File: src/rtl/stream_resp_cntl_pkg.sv
// Shared types and size defaults for the stream responder (stream_resp_cntl).
// Defaults match the system max_num_channel / max_size_output settings.
package stream_resp_cntl_pkg;

    localparam int DEF_MAX_CH = 4;
    localparam int DEF_DEPTH  = 256;

    typedef enum logic {
        STRM_INPUT  = 1'b0,
        STRM_FILTER = 1'b1
    } strm_type_e;

    typedef enum logic [1:0] {
        ST_IDLE,
        ST_READ,
        ST_DRAIN,
        ST_DONE
    } resp_state_e;

    // Saturating increment used by the optional performance counters.
    function automatic logic [31:0] sat_inc32(input logic [31:0] v, input logic en);
        return (en && (v != 32'hFFFF_FFFF)) ? v + 32'd1 : v;
    endfunction

endpackage

File: src/rtl/stream_resp_cntl_if.sv
// Beat channel between the stream responder and the PE: valid/ready with value,
// index and last marker.
interface stream_resp_cntl_if #(
    parameter int DATA_W = 16,
    parameter int IDX_W  = 8
);
    logic              valid;
    logic [DATA_W-1:0] data;
    logic [IDX_W-1:0]  idx;
    logic              last;
    logic              ready;

    modport master (output valid, data, idx, last, input ready);
    modport slave  (input valid, data, idx, last, output ready);
endinterface

File: src/rtl/stream_resp_cntl_skid_buf.sv
// Two-entry FIFO that catches buffer read data one cycle after the read strobe,
// so reads can be issued ahead of PE backpressure without losing a beat.
module stream_skid_buf #(
    parameter int W = 24
) (
    input  logic         clk,
    input  logic         rst,
    input  logic         push,
    input  logic [W-1:0] push_data,
    input  logic         pop,
    output logic [W-1:0] head,
    output logic         full,
    output logic         empty,
    output logic [1:0]   count
);
    logic [W-1:0] slot_q [2];
    logic         wr_idx_q;
    logic         rd_idx_q;
    logic [1:0]   count_q;

    // NOTE: the slots hold payload only and validity lives in count_q, so the
    // storage is deliberately left without a reset.
    always_ff @(posedge clk) begin
        if (push) begin
            slot_q[wr_idx_q] <= push_data;
        end
    end

    // NOTE: every sequential assignment is non-blocking so all flops update
    // from the same pre-edge values regardless of statement order.
    always_ff @(posedge clk) begin
        if (rst) begin
            wr_idx_q <= 1'b0;
            rd_idx_q <= 1'b0;
            count_q  <= 2'd0;
        end else begin
            if (push) wr_idx_q <= ~wr_idx_q;
            if (pop)  rd_idx_q <= ~rd_idx_q;
            count_q <= count_q + 2'(push) - 2'(pop);
        end
    end

    assign head  = slot_q[rd_idx_q];
    assign full  = (count_q == 2'd2);
    assign empty = (count_q == 2'd0);
    assign count = count_q;

endmodule

File: src/rtl/stream_resp_cntl.sv
// Responder end of the PE stream-request protocol: reads a channel's compressed
// entries and streams them out. Optional STREAM_RESP_PERF_EN adds perf counters.
module stream_resp_cntl
    import stream_resp_cntl_pkg::*;
#(
    parameter int DATA_W = 16,
    parameter int IDX_W  = 8,
    parameter int MAX_CH = DEF_MAX_CH,
    parameter int DEPTH  = DEF_DEPTH,
    parameter int CNT_W  = $clog2(DEPTH + 1),
    parameter int CH_W   = (MAX_CH > 1) ? $clog2(MAX_CH) : 1,
    parameter int ADDR_W = $clog2(MAX_CH * DEPTH)
) (
    input  logic                    clk,
    input  logic                    rst,
    input  logic                    req_input_valid,
    input  logic                    req_filter_valid,
    input  logic [CH_W-1:0]         req_channel,
    output logic                    req_ready,
    input  logic [MAX_CH*CNT_W-1:0] num_compressed,
    input  logic [MAX_CH-1:0]       valid_channel,
    output logic                    mem_rd_en,
    output logic                    mem_rd_sel,
    output logic [ADDR_W-1:0]       mem_rd_addr,
    input  logic [DATA_W+IDX_W-1:0] mem_rd_data,
    stream_resp_cntl_if.master      strm,
    output logic                    stream_input_finish,
    output logic                    stream_filter_finish
`ifdef STREAM_RESP_PERF_EN
    ,
    output logic [31:0]             perf_beats,
    output logic [31:0]             perf_stall
`endif
);
    localparam int PAY_W = DATA_W + IDX_W;

    resp_state_e      state_q, state_d;
    strm_type_e       type_q;
    strm_type_e       acc_type;
    logic [CH_W-1:0]  ch_q;
    logic [CNT_W-1:0] cnt_q;
    logic [CNT_W-1:0] rd_ptr_q;
    logic [CNT_W-1:0] beat_q;
    logic             inflight_q;

    logic             accept;
    logic             pop;
    logic             rd_last;
    logic             can_issue;
    logic             sel_skip;
    logic [CNT_W-1:0] sel_raw;
    logic [CNT_W-1:0] sel_cnt;
    logic [CNT_W-1:0] rd_off;
    logic [2:0]       occ_next;

    logic [PAY_W-1:0] skid_head;
    logic             skid_full;
    logic             skid_empty;
    logic [1:0]       skid_count;

    // Request decode: input wins a tie, counts beyond one channel's storage clamp.
    assign accept   = (state_q == ST_IDLE) && (req_input_valid || req_filter_valid);
    assign acc_type = req_input_valid ? STRM_INPUT : STRM_FILTER;
    assign sel_raw  = num_compressed[int'(req_channel)*CNT_W +: CNT_W];
    assign sel_cnt  = (sel_raw > CNT_W'(DEPTH)) ? CNT_W'(DEPTH) : sel_raw;
    assign sel_skip = !valid_channel[req_channel] || (sel_cnt == '0);

    assign pop     = !skid_empty && strm.ready;
    assign rd_last = (rd_ptr_q == cnt_q - CNT_W'(1));

    // A read may issue only if its data will find a free skid slot next cycle.
    assign occ_next  = 3'(skid_count) + 3'(inflight_q) - 3'(pop);
    assign can_issue = !(skid_full && !pop) && (occ_next < 3'd2);

    // NOTE: every variable written here gets a default first, so no path
    // through the case leaves it unassigned and no latch is inferred.
    always_comb begin
        state_d   = state_q;
        mem_rd_en = 1'b0;
        case (state_q)
            ST_IDLE: begin
                if (accept) state_d = sel_skip ? ST_DONE : ST_READ;
            end
            ST_READ: begin
                if ((rd_ptr_q < cnt_q) && can_issue) begin
                    mem_rd_en = 1'b1;
                    if (rd_last) state_d = ST_DRAIN;
                end
            end
            ST_DRAIN: begin
                if (pop && strm.last) state_d = ST_DONE;
            end
            ST_DONE: begin
                state_d = ST_IDLE;
            end
            default: begin
                state_d = ST_IDLE;
            end
        endcase
    end

    always_ff @(posedge clk) begin
        if (rst) begin
            state_q    <= ST_IDLE;
            type_q     <= STRM_INPUT;
            ch_q       <= '0;
            cnt_q      <= '0;
            rd_ptr_q   <= '0;
            beat_q     <= '0;
            inflight_q <= 1'b0;
        end else begin
            state_q    <= state_d;
            inflight_q <= mem_rd_en;
            if (accept) begin
                type_q   <= acc_type;
                ch_q     <= req_channel;
                cnt_q    <= sel_cnt;
                rd_ptr_q <= '0;
                beat_q   <= '0;
            end else begin
                if (mem_rd_en) rd_ptr_q <= rd_ptr_q + CNT_W'(1);
                if (pop)       beat_q   <= beat_q + CNT_W'(1);
            end
        end
    end

    stream_skid_buf #(.W(PAY_W)) u_skid (
        .clk       (clk),
        .rst       (rst),
        .push      (inflight_q),
        .push_data (mem_rd_data),
        .pop       (pop),
        .head      (skid_head),
        .full      (skid_full),
        .empty     (skid_empty),
        .count     (skid_count)
    );

    // Once rd_ptr reaches a full channel the idle address stays on its last entry.
    assign rd_off      = (rd_ptr_q >= CNT_W'(DEPTH)) ? CNT_W'(DEPTH - 1) : rd_ptr_q;
    assign mem_rd_addr = ADDR_W'(ch_q) * ADDR_W'(DEPTH) + ADDR_W'(rd_off);
    assign mem_rd_sel  = (type_q == STRM_FILTER);
    assign req_ready   = (state_q == ST_IDLE);

    assign strm.valid = !skid_empty;
    assign strm.data  = skid_empty ? '0 : skid_head[PAY_W-1:IDX_W];
    assign strm.idx   = skid_empty ? '0 : skid_head[IDX_W-1:0];
    assign strm.last  = !skid_empty && (beat_q == cnt_q - CNT_W'(1));

    assign stream_input_finish  = (state_q == ST_DONE) && (type_q == STRM_INPUT);
    assign stream_filter_finish = (state_q == ST_DONE) && (type_q == STRM_FILTER);

`ifdef STREAM_RESP_PERF_EN
    always_ff @(posedge clk) begin
        if (rst) begin
            perf_beats <= '0;
            perf_stall <= '0;
        end else begin
            perf_beats <= sat_inc32(perf_beats, pop);
            perf_stall <= sat_inc32(perf_stall, strm.valid && !strm.ready);
        end
    end
`endif

endmodule
File: src/flat_wrapper.sv
// flat-port wrapper written by rule: the top's interface ports become plain ports
module stream_resp_cntl_flat import stream_resp_cntl_pkg::*;
#(
    parameter int DATA_W = 16,
    parameter int IDX_W  = 8,
    parameter int MAX_CH = DEF_MAX_CH,
    parameter int DEPTH  = DEF_DEPTH,
    parameter int CNT_W  = $clog2(DEPTH + 1),
    parameter int CH_W   = (MAX_CH > 1) ? $clog2(MAX_CH) : 1,
    parameter int ADDR_W = $clog2(MAX_CH * DEPTH)
)
  (clk, rst, req_input_valid, req_filter_valid, req_channel, req_ready, num_compressed, valid_channel, mem_rd_en, mem_rd_sel, mem_rd_addr, mem_rd_data, stream_input_finish, stream_filter_finish, strm_valid, strm_data, strm_idx, strm_last, strm_ready);
  stream_resp_cntl_if #(.DATA_W(DATA_W), .IDX_W(IDX_W)) strm_i ();
  input  logic clk;
  input  logic rst;
  input  logic req_input_valid;
  input  logic req_filter_valid;
  input  logic [CH_W-1:0] req_channel;
  output logic req_ready;
  input  logic [MAX_CH*CNT_W-1:0] num_compressed;
  input  logic [MAX_CH-1:0] valid_channel;
  output logic mem_rd_en;
  output logic mem_rd_sel;
  output logic [ADDR_W-1:0] mem_rd_addr;
  input  logic [DATA_W+IDX_W-1:0] mem_rd_data;
  output logic stream_input_finish;
  output logic stream_filter_finish;
  output wire logic [$bits(strm_i.valid)-1:0] strm_valid;
  output wire logic [$bits(strm_i.data)-1:0] strm_data;
  output wire logic [$bits(strm_i.idx)-1:0] strm_idx;
  output wire logic [$bits(strm_i.last)-1:0] strm_last;
  input wire logic [$bits(strm_i.ready)-1:0] strm_ready;
  assign strm_valid = strm_i.valid;
  assign strm_data = strm_i.data;
  assign strm_idx = strm_i.idx;
  assign strm_last = strm_i.last;
  assign strm_i.ready = strm_ready;
  stream_resp_cntl #(.DATA_W(DATA_W), .IDX_W(IDX_W), .MAX_CH(MAX_CH), .DEPTH(DEPTH), .CNT_W(CNT_W), .CH_W(CH_W), .ADDR_W(ADDR_W)) u_core (.clk(clk), .rst(rst), .req_input_valid(req_input_valid), .req_filter_valid(req_filter_valid), .req_channel(req_channel), .req_ready(req_ready), .num_compressed(num_compressed), .valid_channel(valid_channel), .mem_rd_en(mem_rd_en), .mem_rd_sel(mem_rd_sel), .mem_rd_addr(mem_rd_addr), .mem_rd_data(mem_rd_data), .strm(strm_i), .stream_input_finish(stream_input_finish), .stream_filter_finish(stream_filter_finish));
endmodule
File: config.mk
export PLATFORM = sky130hd
export DESIGN_NAME = stream_resp_cntl_flat
export DESIGN_NICKNAME = d
export VERILOG_FILES = /design/src/rtl/stream_resp_cntl_pkg.sv /design/src/rtl/stream_resp_cntl_if.sv /design/src/rtl/stream_resp_cntl_skid_buf.sv /design/src/rtl/stream_resp_cntl.sv /design/src/flat_wrapper.sv
export SDC_FILE = /design/constraint.sdc
export NUM_CORES = 1
export LEC_CHECK = 0
export ABC_AREA = 1
export BUFFER_PORTS_ARGS = -buffer_cell sky130_fd_sc_hd__buf_2
export CORE_MARGIN = 2
export CORE_UTILIZATION = 50
export CTS_BUF_LIST = sky130_fd_sc_hd__clkbuf_8
export CTS_CLUSTER_DIAMETER = 80
export DETAILED_ROUTE_END_ITERATION = 10
export PLACE_DENSITY = 0.85
export SLEW_MARGIN = 20
export SYNTH_ARGS = -nofsm -noshare
export SYNTH_HDL_FRONTEND = slang
export SYNTH_SLANG_ARGS = --single-unit
File: constraint.sdc
create_clock -name clk -period 2.8 [get_ports clk]
set_input_delay 0.14 -clock clk [delete_from_list [all_inputs] [get_ports clk]]
set_output_delay 0.14 -clock clk [all_outputs]
set_load 0.01 [all_outputs]
---- Yosys cells after proc, flatten, opt, wreduce, memory -nomap -nowiden ----
Memories as Yosys holds them, arrays and structs flattened. A register that Yosys moved wholly into a read port is not among the register bits.
Cells that the tools add are included.
operators by class
  magnitude comparators ................... 5
  add/subtract/negate cells ............... 8
  reduce and logical (&&, ||, !) cells .... 20
  shift-type cells ........................ 1
  bitwise operators ....................... 3
  div/mod/pow operators ................... 0
  eq/ne operators ......................... 10
  $mul .................................... 1
  multiplexer cells ....................... 19
operators by type and width
  cell                                                  number
  indexed part select 36 x 32 -> 9 bit                  1
  adder 9 x 1 -> 9 bit, second input constant           2
  equality test 9 bit                                   2
  2-to-1 mux 9 bit                                      2
  2-to-1 mux 16 bit                                     1
  adder 10 x 9 -> 10 bit                                1
  2-to-1 mux 2 bit                                      5
  >= comparator 9 bit, second input constant            1
  greater-than comparator 9 bit, second input constant  1
  logical AND 1 bit                                     9
  logical NOT 9 bit                                     1
  < comparator 9 bit                                    1
  subtractor 9 x 1 -> 9 bit, second input constant      1
  2-to-1 mux 1 bit                                      8
  2-to-1 mux 8 bit                                      1
  != test 2 x 1 -> 1 bit, second input constant         4
  case mux 2 bit (4 select lines)                       1
  equality test 2 bit, second input constant            3
  multiplier 2 x 4 -> 6 bit, second input constant      1
  logical NOT 1 bit                                     4
  logical NOT 2 bit                                     2
  AND reduction 4 bit                                   1
  adder 2 x 1 -> 3 bit                                  1
  < comparator 2 x 3 -> 1 bit, second input constant    1
  other kinds (9)                                       12
storage, ports and cells
  bits in writable memories ............... 48
  input bits .............................. 71
  bits in latches ......................... 0
  memory bits (read-only) ................. 0
  memories ................................ 1
  bits in registers ....................... 37
memories
  name                  words  width  read ports  clocked after Yosys merged registers in  write ports  line                             RTL
  u_core.u_skid.slot_q  2      24     1           1                                        1            stream_resp_cntl_skid_buf.sv:16  logic [W-1:0] slot_q [2];

---- Logic depth before layout (Yosys ltp) ----
  word-level depth ........................ 10
  depth in mapped cells ................... 17
  mapped depth without buffers ............ 16

---- Hierarchy ----
A second synthesis with hierarchy kept.
unflattened totals
  cell total of the unflattened synthesis .. 551
  area, all modules ....................... 4,882.2 µm²
by module, submodules not included
  module            times used  seq. area each (µm²)  cells each  area each (µm²)
  stream_resp_cntl  1           660.6                 445         2,820.2
  stream_skid_buf   1           1,541.5               106         2,062.0

---- Worst setup path before layout ----
OpenSTA, ideal clock, no wires.
  path kind ............................... register to register
  from .................................... register u_core.u_skid.count_q[1] (netlist: u_core.u_skid.count[1])
  to ...................................... register u_core.rd_ptr_q[3]
  arrival ................................. 2,589 ps
  buffers on the path ..................... 1
  required time ........................... 2,680 ps
  library setup time ...................... 120 ps
  stages on the path, launching flop included .. 16
  path slack .............................. 91 ps
  cell sequence ........................... dfxtp_1 -> nor2_2 -> nor2_8 -> ha_1 -> inv_1 -> ha_1 -> fa_1 -> inv_1 -> nand3_1 -> nor3_2 -> nand2_1 -> buf_2 -> inv_1 -> nand2_1 -> o21ai_0 -> a21oi_1
between the ends
  elaborated cells on any way between the ends .. 14
RTL lines
  element                      line                             RTL
  start: declaration           stream_resp_cntl_skid_buf.sv:19  logic [1:0] count_q;
  start signal: assignment     stream_resp_cntl_skid_buf.sv:39  count_q <= count_q + 2'(push) - 2'(pop);
  logical NOT 2 bit            stream_resp_cntl_skid_buf.sv:45  assign empty = (count_q == 2'd0);
  logical NOT 1 bit            stream_resp_cntl.sv:68           assign pop = !skid_empty && strm.ready;
  logical AND 1 bit            stream_resp_cntl.sv:68
  net u_core.pop               stream_resp_cntl.sv:47           logic pop;
  subtractor 3 x 1 -> 3 bit    stream_resp_cntl.sv:72           assign occ_next = 3'(skid_count) + 3'(inflight_q) - 3'(pop);
  net u_core.occ_next[1]       stream_resp_cntl.sv:54           logic [2:0] occ_next;
  < comparator 3 x 2 -> 1 bit  stream_resp_cntl.sv:73           assign can_issue = !(skid_full && !pop) && (occ_next < 3'd2);
  logical AND 1 bit            stream_resp_cntl.sv:73
  logical AND 1 bit            stream_resp_cntl.sv:85           if ((rd_ptr_q < cnt_q) && can_issue) begin
  2-to-1 mux 1 bit             stream_resp_cntl.sv:85
  2-to-1 mux 1 bit             stream_resp_cntl.sv:80           case (state_q)
  net mem_rd_en                flat_wrapper.sv:22               output logic mem_rd_en;
  end signal: assignment       stream_resp_cntl.sv:121          if (mem_rd_en) rd_ptr_q <= rd_ptr_q + CNT_W'(1);
  end: declaration             stream_resp_cntl.sv:42           logic [CNT_W-1:0] rd_ptr_q;
The timed path passes the listed nets, and every way through them passes these cells.
A chain may end at the register's enable or synchronous reset.

---- Final worst setup path ----
  from .................................... register u_core.u_skid.count_q[1] (netlist: u_core.u_skid.count[1])
  to ...................................... output mem_rd_en
between the ends
  elaborated cells on any way between the ends .. 14
RTL lines
  element                      line
  logical NOT 2 bit            stream_resp_cntl_skid_buf.sv:45
  logical NOT 1 bit            stream_resp_cntl.sv:68
  logical AND 1 bit            stream_resp_cntl.sv:68
  net u_core.pop               stream_resp_cntl.sv:47
  subtractor 3 x 1 -> 3 bit    stream_resp_cntl.sv:72
  net u_core.occ_next[1]       stream_resp_cntl.sv:54
  < comparator 3 x 2 -> 1 bit  stream_resp_cntl.sv:73
  logical AND 1 bit            stream_resp_cntl.sv:73
  logical AND 1 bit            stream_resp_cntl.sv:85
  2-to-1 mux 1 bit             stream_resp_cntl.sv:85
  2-to-1 mux 1 bit             stream_resp_cntl.sv:80
  end: declaration             flat_wrapper.sv:22
The timed path passes the listed nets, and every way through them passes these cells.

==> results.json <==
{
  "postSynthAreaPerCell_um2": 8.15,
  "h-tree-depth": 3,
  "hold_ws_ns": 0.0172,
  "cp_data_required_time_ns": 2.66,
  "start_util": 0.510,
  "vias": 4433,
  "routed_via_density": 5.33,
  "ys_seq_elements": 86,
  "coreArea_um2": 9150,
  "end_kind": "primary output",
  "clk_pin_slew_ns": 0.10,
  "max_freq_ghz": 0.368,
  "drt_iter0_markers": 361,
  "wirelength_mm": 12.1,
  "p_comb_frac": 0.445,
  "ff_latch_area_um2": 2210,
  "swShare": 0.419,
  "nets": 808,
  "cp.arrival_ns": 2.57,
  "min-delay-start": "rst",
  "synth_top_area_share": 0.309,
  "grt_usage": 0.235,
  "crit_family": "adder cells",
  "rows": 35,
  "post-place-ws_ns": -0.148,
  "synthArstFlopShare": 0,
  "synth_compound_area_frac": 0.127,
  "yosys.area_share.xor_xnor": 0.00938,
  "cpPeakStageDelay_ns": 0.46,
  "setup_viol": 0,
  "yosys.area_share.adder": 0.0579,
  "reg2reg_from": "u_core.u_skid.count[1]",
  "cp-startpoint": "u_core.u_skid.count[1]",
  "dieArea_um2": 10100,
  "setup_ws_ns": 0.0853,
  "antenna_found_initial": 0,
  "relSlewSlack": 0.378,
  "fin_crit_ns": 2.71,
  "grt_pass1_wl_mm": 18.8,
  "worst-path-buf-inv": 4,
  "drt_first_pass_iters": 5,
  "synth_top_family_by_area": "simple AND/OR/NAND/NOR gates",
  "synth_edf_count": 48,
  "cts.sinks": 86,
  "setup.worst_path.class": "flip-flop to primary output",
  "clk_latency_ns": 0.37,
  "routedWlPerCell_um": 14.5,
  "crit_top_cell": "inv_2",
  "place_hpwl_mm": 8.40,
  "fin_cells": 832,
  "seqPwrFrac": 0.356,
  "syn_nets": 665,
  "muxShareOfSynthArea": 0,
  "synth_ff_type": "edfxtp_1",
  "irDropWorstVdd_mv": 0.333,
  "yosysMostFrequentCell": "nand2_1",
  "grt_pass1_vias": 4204,
  "synthCells": 573,
  "power_density_nw_per_um2": 748,
  "final_core_util": 0.647,
  "cts_tree": "yes",
  "finalHoldViolCount": 0,
  "rsz0062_at_grt": "yes",
  "die_x_um": 101,
  "stdcell_area_um2": 5920,
  "slew_viol_final": 0,
  "yosysTopAreaCell": "edfxtp_1",
  "internal_power_mw": 2.57,
  "finalCritPeriodShare": 0.970,
  "p_clk_frac": 0.199,
  "synth_cell_types": 40,
  "switchingPower_mw": 1.86,
  "cts_made_buffers": 9,
  "chipHeight_um": 101,
  "yosys-top-cells-count": "nand2_1 (149), inv_1 (56), a21oi_1 (54)",
  "yosysSeqAreaShare": 0.472,
  "leakage_nw": 2.69,
  "finalClockSkew_ns": 0.00706,
  "n_antenna_cell": 0,
  "synth_area_leaders": "edfxtp_1 (31%), dfxtp_1 (16%), nand2_1 (12%), a21oi_1 (5.8%), ha_1 (5.4%)",
  "grt_max_degree": 26,
  "dpl_cell_area_um2": 5320,
  "grt_overflow": 0,
  "numPlacedInstances": 784,
  "worst-path-max-fanout": 4,
  "synth_area_um2": 4670,
  "syn_to_final_growth_pct": 26.8,
  "num_io_pins": 112,
  "yosys_warnings": 0,
  "postRouteAntennaNets": 0,
  "cts_root_buf": "clkbuf_8",
  "path_cells": "nor2_4 -> nor2_8 -> ha_4 -> inv_2 -> ha_4 -> fa_1 -> inv_2 -> nand3_2 -> nor3_4 -> nand2_2 -> inv_2 -> buf_6",
  "worst_pin_slew_ns": 0.931,
  "cap_violations": 0,
  "outcome": "finished clean",
  "portBuffers": 111,
  "gp_congestion": 0.960,
  "drive_gt1_frac": 0.254,
  "hold_class": "input port to flip-flop",
  "multiInputGateArea_um2": 2240,
  "n_fill_cell": 724,
  "drt_drc_violations_left": 0,
  "critPathSlowestCell": "fa_1",
  "critical_path.startpoint_type": "flip-flop",
  "synth-simple-area-share": 0.264,
  "ctsLongestPathBuffers": 2
}
==> cell type report <==
| type | count | share of cell area |
|---|---|---|
| multi-input cells | 408 | 0.378 |
| flip-flops and latches | 86 | 0.373 |
| repair buffers | 148 | 0.152 |
| well taps | 111 | 0.0235 |
| clock inverters | 7 | 0.0125 |
| clock buffers | 9 | 0.0209 |
| inverters | 63 | 0.0399 |
==> through the flow <==
stage	TNS, ns	power, mW
global route	-0.0285	4.72
finish	0	4.43
global placement	-0.00417	3.24
CTS	0	4.25
detailed placement	-0.264	3.31
floorplan	0	2.80
==> cell usage in the layout, fill, tap and decap left out, types with 4 or more instances in the layout <==
master         synthesis  layout
ha_1                  20      18
o22ai_2                7       7
edfxtp_1              48      48
a21oi_1               54      54
dfxtp_1               38      36
nand2_1              149     148
buf_4                  1      12
nor3_1                 6       5
nand3_1               44      43
dlygate4sd3_1          0      25
nor2_2                 5       5
nand4_1                8       8
inv_2                  5       8
clkbuf_8               0       9
buf_2                  5     110
inv_1                 56      53
o21ai_0               30      30
nor2_1                47      46
o22a_1                 4       4
nand2_2                4       5
==> metal layers <==
layer / wire length [um] / global-route usage / share of wire
met1: 4910 / 0.276 / 0.41
met3: 805 / 0.0437 / 0.067
met2: 5990 / 0.424 / 0.50
met4: 364 / 0.0896 / 0.030
met5: 0 / 0 / 0
==> what timing repair did <==
item                                   4_1_cts  5_1_grt
hold buffers                                25        0
endpoints found under the hold margin       49        0
resized for setup                            4       17
gates cloned                                 0        0
setup endpoints to repair                    6        5
setup buffers                                2        5
pin swaps                                    3        7
==> power by group through the flow <==
stage                     registers, mW  clock network (mW)  logic, mW
after floorplan                    1.58                   0       1.22
after global routing               1.59               0.937       2.19
after CTS                          1.57               0.892       1.78
final                              1.58               0.882       1.97
after global placement             1.58                   0       1.65
after detailed placement           1.60                   0       1.71
==> state kept, by name, summed over array words and instances (netlist names), named ones only <==
| signal | cells |
|---|---|
| u_core.u_skid.wr_idx_q | 1 |
| u_core.rd_ptr_q | 9 |
| u_core.beat_q | 9 |
| u_core.u_skid.count | 2 |
| u_core.cnt_q | 9 |
| u_core.u_skid.slot_q | 48 |
| u_core.u_skid.rd_idx_q | 1 |
| u_core.state_q | 2 |
| u_core.ch_q | 2 |
| u_core.mem_rd_sel | 1 |
| u_core.inflight_q | 1 |
==> path summary, 6_finish.rpt <==
| path | to | slack [ns] | depth (start not counted) |
|---|---|---|---|
| setup / recovery | mem_rd_en | 0.09 | 12 |
| hold / removal | u_core.u_skid.count[1] | 0.02 | 2 |
| setup reg to reg | u_core.rd_ptr_q[5] | 0.14 | 13 |
| hold reg to reg | u_core.u_skid.rd_idx_q | 0.46 | 1 |
==> cells by family (layout without fill, tap and decap cells) <==
family          Yosys count  in the layout
buf+inv                  79            227
other cells               1              1
simple gates            279            279
fa+ha+maj                21             21
xor+xnor                  5              5
flops                    86             86
compound gates          102            102
Power figures use the tool's default switching activity.
